## config.mk

```make
export PLATFORM = sky130hd
export DESIGN_NAME = hs4_client_rx
export DESIGN_NICKNAME = d
export VERILOG_FILES = /design/src/rtl/hs4_pkg.sv /design/src/rtl/hs4_nibble_fifo.sv /design/src/rtl/hs4_client_rx.sv
export SDC_FILE = /design/constraint.sdc
export NUM_CORES = 1
export LEC_CHECK = 0
export BUFFER_PORTS_ARGS = -buffer_cell sky130_fd_sc_hd__buf_2
export CELL_PAD_IN_SITES_DETAIL_PLACEMENT = 0
export CELL_PAD_IN_SITES_GLOBAL_PLACEMENT = 1
export CORE_ASPECT_RATIO = 1.2
export CORE_MARGIN = 2
export CORE_UTILIZATION = 46
export CTS_CLUSTER_DIAMETER = 50
export DETAILED_ROUTE_END_ITERATION = 16
export PLACE_DENSITY_LB_ADDON = 0.1
export SLEW_MARGIN = 30
export SYNTH_ARGS = -nofsm -noshare
export SYNTH_HDL_FRONTEND = slang
export SYNTH_SLANG_ARGS = --single-unit
```

## constraint.sdc

```tcl
create_clock -name clk -period 5.8 [get_ports clk]
set_clock_uncertainty 0.2 [all_clocks]
set_input_delay 1.16 -clock clk [delete_from_list [all_inputs] [get_ports clk]]
set_output_delay 1.16 -clock clk [all_outputs]
set_load 0.02 [all_outputs]
```

## src/rtl/hs4_pkg.sv

```systemverilog
`default_nettype none
// ----------------------------------------------------------------------
// hs4_pkg - state encoding and defaults for the hs4 client receiver (rev 1.0)
// ----------------------------------------------------------------------
package hs4_pkg;

  typedef enum logic [1:0] {
    S_IDLE    = 2'd0,
    S_REQ     = 2'd1,
    S_WAITLOW = 2'd2
  } hs4_state_t;

  localparam int HS4_DW_DEFAULT    = 4;
  localparam int HS4_DEPTH_DEFAULT = 4;

endpackage
`default_nettype wire

```

## src/rtl/hs4_nibble_fifo.sv

```systemverilog
`default_nettype none
// ----------------------------------------------------------------------
// hs4_nibble_fifo - first-word-fall-through FIFO, power-of-two depth (rev 1.0)
// ----------------------------------------------------------------------
module hs4_nibble_fifo #(
  parameter int DW    = 4,
  parameter int DEPTH = 4
) (
  input  logic                       clk,
  input  logic                       rst,
  input  logic                       push,
  input  logic [DW-1:0]              push_data,
  input  logic                       pop,
  output logic [DW-1:0]              head,
  output logic [$clog2(DEPTH+1)-1:0] count
);

  localparam int AW = $clog2(DEPTH);
  localparam int CW = $clog2(DEPTH+1);

  logic [DW-1:0] mem [DEPTH];
  logic [AW-1:0] wr_ptr;
  logic [AW-1:0] rd_ptr;
  logic          do_push;
  logic          do_pop;

  // A full FIFO still accepts a push when the head leaves on the same edge.
  always_comb begin
    do_pop  = pop && (count != '0);
    do_push = push && ((count != CW'(DEPTH)) || do_pop);
  end

  always_ff @(posedge clk) begin
    if (rst) begin
      for (int i = 0; i < DEPTH; i++) begin
        mem[i] <= '0;
      end
      wr_ptr <= '0;
      rd_ptr <= '0;
      count  <= '0;
    end else begin
      if (do_push) begin
        mem[wr_ptr] <= push_data;
        wr_ptr      <= wr_ptr + AW'(1);
      end
      if (do_pop) begin
        rd_ptr <= rd_ptr + AW'(1);
      end
      case ({do_push, do_pop})
        2'b10:   count <= count + CW'(1);
        2'b01:   count <= count - CW'(1);
        default: count <= count;
      endcase
    end
  end

  assign head = mem[rd_ptr];

endmodule
`default_nettype wire

```

## src/rtl/hs4_client_rx.sv

```systemverilog
`default_nettype none
// ----------------------------------------------------------------------
// hs4_client_rx - requester side of the 4-phase nibble handshake feeding a
// FIFO and valid/ready stream. Option: HS4_SYNC_EN adds a 2-flop input sync. (rev 1.0)
// ----------------------------------------------------------------------
module hs4_client_rx
  import hs4_pkg::*;
#(
  parameter int DW    = HS4_DW_DEFAULT,
  parameter int DEPTH = HS4_DEPTH_DEFAULT
) (
  input  logic                       clk,
  input  logic                       rst,
  input  logic                       en,
  output logic                       client_ready,
  input  logic                       server_ready,
  input  logic [DW-1:0]              data,
  output logic                       out_valid,
  output logic [DW-1:0]              out_data,
  input  logic                       out_ready,
  output logic [$clog2(DEPTH+1)-1:0] fill_count,
  output logic                       proto_err
);

  localparam int CW = $clog2(DEPTH+1);

  hs4_state_t state;
  logic       srdy_s;
  logic       push;

`ifdef HS4_SYNC_EN
  logic [1:0] srdy_sync;

  always_ff @(posedge clk) begin
    if (rst) begin
      srdy_sync <= '0;
    end else begin
      srdy_sync <= {srdy_sync[0], server_ready};
    end
  end

  assign srdy_s = srdy_sync[1];
`else
  assign srdy_s = server_ready;
`endif

  assign push      = (state == S_REQ) && srdy_s;
  assign out_valid = (fill_count != '0);

  // client_ready is registered alongside state so it always equals (state == S_REQ).
  always_ff @(posedge clk) begin
    if (rst) begin
      state        <= S_WAITLOW;
      client_ready <= 1'b0;
      proto_err    <= 1'b0;
    end else begin
      case (state)
        S_IDLE: begin
          if (srdy_s) begin
            proto_err <= 1'b1;
          end else if (en && (fill_count < CW'(DEPTH))) begin
            state        <= S_REQ;
            client_ready <= 1'b1;
          end
        end
        S_REQ: begin
          if (srdy_s) begin
            state        <= S_WAITLOW;
            client_ready <= 1'b0;
          end
        end
        S_WAITLOW: begin
          if (!srdy_s) begin
            state <= S_IDLE;
          end
        end
        default: begin
          state        <= S_WAITLOW;
          client_ready <= 1'b0;
        end
      endcase
    end
  end

  hs4_nibble_fifo #(
    .DW    (DW),
    .DEPTH (DEPTH)
  ) u_fifo (
    .clk       (clk),
    .rst       (rst),
    .push      (push),
    .push_data (data),
    .pop       (out_ready),
    .head      (out_data),
    .count     (fill_count)
  );

endmodule
`default_nettype wire
```

* Word level (Yosys, flattened, before mapping)
Memories as Yosys holds them, arrays and structs flattened. A register that Yosys moved wholly into a read port is not among the register bits.
Cells that the tools add are included.
** Storage, ports and cells
- Flip-flop bits (word level) :: 11
- Memory bits (writable) :: 16
- Input port bits :: 9
- Output and inout bits :: 10
- Word-level logic and storage cells :: 54
- Memories kept :: 1
** Memory list
- u_fifo.mem :: words 4, width 4, read ports 1, clocked after memory_dff 1, wr ports 4, line hs4_nibble_fifo.sv:21 : logic [DW-1:0] mem [DEPTH];
** Operators by class
- Add/sub/neg operators :: 4
- Order comparisons :: 1
- Equal/unequal tests :: 9
- Mux-type cells :: 20
- Bitwise operators :: 1
- Reductions and logical operators :: 12
** Operators with widths (count)
- 2-to-1 mux 2 bit :: 7
- 2-to-1 mux 1 bit :: 9
- inequality test 2 bit, second input constant :: 4
- AND reduction 4 bit :: 2
- one-hot mux 2 bit (3 select lines) :: 1
- one-hot mux 3 bit (2 select lines) :: 1
- adder 2 x 1 -> 2 bit, second input constant :: 2
- == test 2 x 1 -> 1 bit, second input constant :: 2
- == test 2 bit, second input constant :: 2
- logical AND 1 bit :: 4
- 2-to-1 mux 4 bit :: 1
- OR reduction 4 bit :: 1
- adder 3 x 1 -> 3 bit, second input constant :: 1
- < comparator 3 bit, second input constant :: 1
- inequality test 3 bit, second input constant :: 1
- one-hot mux 1 bit (3 select lines) :: 1
- nonzero test 3 bit :: 1
- subtractor 3 x 1 -> 3 bit, second input constant :: 1
- zero test 2 bit :: 1
- AND reduction 2 bit :: 1
- nonzero test 2 bit :: 1
- logical OR 1 bit :: 1
- inverter 1 bit :: 1

* Longest topological paths before layout
- Word-level depth :: 9
- Mapped depth :: 9
- Depth with buffers taken out :: 9

* Cells and area by module
Synthesis repeated with hierarchy kept, for this count alone.
** Second synthesis, totals
- Cells, all modules :: 110
- Area, all modules :: 1358.8 µm²
** Modules (own cells, without submodules)
- hs4_nibble_fifo :: instances 1, cells each 91, area each 1173.6 µm², seq. area each 660.6 µm²
- hs4_client_rx :: instances 1, cells each 19, area each 185.2 µm², seq. area each 80.1 µm²

* Least setup slack after synthesis
Ideal clock, no wire load.
- Path type :: input -> register
- Start :: input port out_ready
- End :: register u_fifo.count[2]
- Library setup time :: 71 ps
- Arrival :: 3124 ps
- Data required time :: 5529 ps
- Slack :: 2405 ps
- Cell stages on the path :: 9
- Path buffers :: 0
- Cells stage by stage :: or4b_4 > and2_4 > inv_2 > ha_1 > inv_1 > fa_1 > xor2_1 > or3_1 > a21oi_1
** Between the ends
- Word-level cells in the longest chain between the ends :: 5
- Elaborated cells between the ends (all ways) :: 7
- Those cells by class :: eq/ne (2); mux (1); reduce/logical (4)
** RTL lines
- start: declaration :: line hs4_client_rx.sv:20 : input logic out_ready,
- logical AND 1 bit (*) :: line hs4_nibble_fifo.sv:29 : do_pop = pop && (count != '0);
- logical OR 1 bit :: line hs4_nibble_fifo.sv:30 : do_push = push && ((count != CW'(DEPTH)) || do_pop);
- logical AND 1 bit :: line hs4_nibble_fifo.sv:30
- == test 2 x 1 -> 1 bit / == test 2 bit (equally long branches) :: line hs4_nibble_fifo.sv:49 : case ({do_push, do_pop})
- one-hot mux 3 bit (2 select lines) / nonzero test 2 bit (equally long branches)
- end signal: assignment :: line hs4_nibble_fifo.sv:50 : 2'b10: count <= count + CW'(1);
- end signal: assignment :: line hs4_nibble_fifo.sv:51 : 2'b01: count <= count - CW'(1);
- end signal: assignment :: line hs4_nibble_fifo.sv:52 : default: count <= count;
- end: declaration :: line hs4_nibble_fifo.sv:15 : output logic [$clog2(DEPTH+1)-1:0] count
Mark *: on every way between the ends. The rest lies on a longest branch, timed or not.
A chain may end at the register's enable or synchronous reset.

* Worst setup path after layout
Same ends and word-level chain as after synthesis.

==> metrics.md <==
| Metric | Value |
|---|---|
| Status | finished, final reports clean |
| Delay-heaviest family, CP | simple AND/OR/NAND/NOR gates |
| Synthesized area | 0.00125 mm² |
| Cts hold-fix bufs | 0 |
| Fin cells | 165 |
| Post-synthesis net count | 120 |
| H-tree Lvls | 2 |
| Worst slew pin tran | 583 ps |
| Worst-path clk slew | 80 ps |
| Die ar. | between 0.003 and 0.004 mm² |
| Ys flop type | edfxtp_1 |
| GRT Overall Usage | 0.175 |
| Leak Pwr | 0.532 nW |
| Avg Cell Area, Syn | ~12 µm² |
| Dpl cells | 157 |
| Final hold violations | 0 |
| Antenna-violating nets left | 0 |
| GPL Wtd Cong | 0.812 |
| Vias | approximately 900 |
| Rows | 20 |
| Post-synth ARST share | 0 |
| Routed len/inst | between 10 and 15 µm |
| CTS tree | built |
| Most frequent cell after synthesis | nor2_1 |
| Startpoint types | input port |
| Post-synth top cells | 21 x nor2_1, 16 x edfxtp_1, 13 x dfxtp_1 |
| Nets | 142 |
| Detail Placement HPWL | between 1.5 and 2 mm |
| Post-synthesis simple-gate area fraction | 0.165 |
| CTS buffer count | 5 |
| CTS Buffer Depth | 2 |
| Worst min-delay path startpoint | proto_err$_SDFFE_PP0P_ |
| Largest net degree at the start of global routing | 14 |
| Max Fclk | ~300 MHz |
| Rel. slew slack | 0.608 |
| Total Neg Setup Slack | 0 ps |
| Post-CTS Setup Bufs | 0 |
| Final Cycle Share | 0.569 |
| First-pass GRT wire length | between 3 and 4 mm |
| VDD IR-drop max | 0.141 mV |
| RSZ-0062 raised after global routing | no |
| Clock insertion delay at the later pin of the skew report | 330 ps |
| Setup violations, final | 0 |
| Starting Density | 0.491 |
| I/O pins | 19 |
| Syn Inst Count | 109 |
| Die height | roughly 61 µm |
| Critical-path cell list | buf_2, or4b_4, and2_4, inv_2, ha_1, inv_1, fa_1, xor2_1, or3_1, a21oi_1 |
| Number of buffers added on ports | 18 |
| Min-delay worst type | register to register |
| Crit-path max FO | 10 |
| Worst path required time | roughly 5900 ps |
| Worst r2r src | u_fifo.count[2]$_SDFFE_PP0P_ |
| First DRT Iteration DRCs | 17 |
| Core Area | 0.00255 mm² |
| EDFF count, synth | 16 |
| Vias in the first global route | 869 |
| Yosys reg bits | 29 |
| Synth Area in Adders | 0.0259 |
| Buf/Inv on CP | 3 |
| Crit Path Category | input port to register |
| Post-Synth XOR/XNOR Area | 0.0279 |
| Crit end category | register |
| Ys Warns | 0 |
| Synth Area in Compound Gates | 0.0828 |
| Final wirelength | 2.31 mm |
| WP data arrival | 3360 ps |
| Vias per inst | ~5.3 |
| Mux cell area share after synthesis | 0.0719 |
| Total congestion overflow | 0 |
| Max-cap violation count | 0 |
| Layout cells sized above 1 | 0.265 |
| Seq/Total Area, Yosys | 0.591 |
| Slowest-stage cell, CP | or4b_4 |
| Initial antenna violation count | 0 |
| DRC viols | 0 |
| Post-synth cell types | 30 |
| CTS sink count | 29 |
| Die width | ~52 µm |
| CP startpoint | out_ready |
| Layout area overhead | 13.7% |
| Synth top area share | 0.383 |
| Antenna diode count | 0 |
| Main combinational cell family by area after synthesis | simple AND/OR/NAND/NOR gates |
| Delay of the slowest critical-path stage | around 540 ps |
| Post-CTS sizing | 0 |
| Max Slew Vio Count | 0 |
| Min Tclk post-route | 3300 ps |
| Post-synth top area cell | edfxtp_1 |
| Dominant cells by area after synthesis | edfxtp_1 38%, dfxtp_1 21%, mux4_2 7.2% |
| Pwr dens | 257 mW/mm² |
| Initial DRT Pass Iterations | 4 |
| CTS root buf | clkbuf_4 |
==> cell type report <==
| type | instances | area (µm²) |
|---|---|---|
| Clock buffer | 6 | 41.3 |
| Tap cell | 33 | 41.3 |
| Clock inverter | 2 | 10.0 |
| Fill cell | 246 | 1130 |
| Timing Repair Buffer | 18 | 90.1 |
| Sequential cell | 29 | 741 |
| Inverter | 9 | 33.8 |
| Multi-Input combinational cell | 68 | 468 |
==> tightest hold or removal path, delay by kind of cell, from the launching register on <==
kind	cells	cell delay, ps
AOI/OAI and AO/OA	1	40
DFF	1	330
and+or+nand+nor	1	70
==> layout by cell type (no fill, tap or decap), drive strengths merged, types with 2 or more instances in the layout <==
cell type  netlist  final
nor2            21     21
buf              1     18
edfxtp          16     16
dfxtp           13     13
inv              8      8
nand2            7      7
a21oi            6      6
clkbuf           2      6
nor4             5      5
mux4             4      4
o21ai            4      4
xor2             3      3
clkinv           1      3
a31o             2      2
nand3            2      2
nand4            2      2
==> path summary, 6_finish.rpt <==
| path | cells after the start | slack (ps) | to |
|---|---|---|---|
| min reg2reg | 2 | 270 | proto_err$_SDFFE_PP0P_ |
| min | 2 | 270 | proto_err$_SDFFE_PP0P_ |
| max | 10 | 2500 | u_fifo.count[2]$_SDFFE_PP0P_ |
| max reg2reg | 9 | 3040 | u_fifo.count[2]$_SDFFE_PP0P_ |
==> cell families after synthesis <==
| group | count (synthesis) |
|---|---|
| simple gates | 42 |
| flops | 29 |
| mux | 4 |
| buf+inv | 12 |
| compound gates | 16 |
| fa+ha+maj | 2 |
| xor+xnor | 4 |
==> metrics by stage <==
stage	hold slack (ps)	util	setup WS, ps	power [mW]	area, µm²
after floorplan	256	-	2400	0.244	1250
after global placement	249	0.538	2230	0.252	1370
after detailed placement	263	0.538	2140	0.253	1370
after CTS	283	0.558	2490	0.367	1430
after global routing	304	0.558	2370	0.378	1430
final	275	0.558	2500	0.366	1430
==> power breakdown <==
part / internal, mW / switching, mW
Sequential: 0.222 / 0.00296
Combinational: 0.00859 / 0.0144
Clock: 0.0461 / 0.0721
==> state kept, by name, indices dropped and copies added (netlist names), named ones only <==
signal         cells
u_fifo.mem        16
u_fifo.count       3
state              2
u_fifo.rd_ptr      2
u_fifo.wr_ptr      2
client_ready       1
proto_err          1
==> metal layers <==
| layer | vias to the layer above | track usage | wire (µm) |
|---|---|---|---|
| met2 | 20 | 0.321 | 1260 |
| met4 | 0 | 0.113 | 56 |
| li1 | 438 | - | - |
| met3 | 7 | 0.0364 | 82 |
| met5 | - | 0 | 0 |
| met1 | 416 | 0.183 | 914 |
Power figures use the tool's default switching activity.
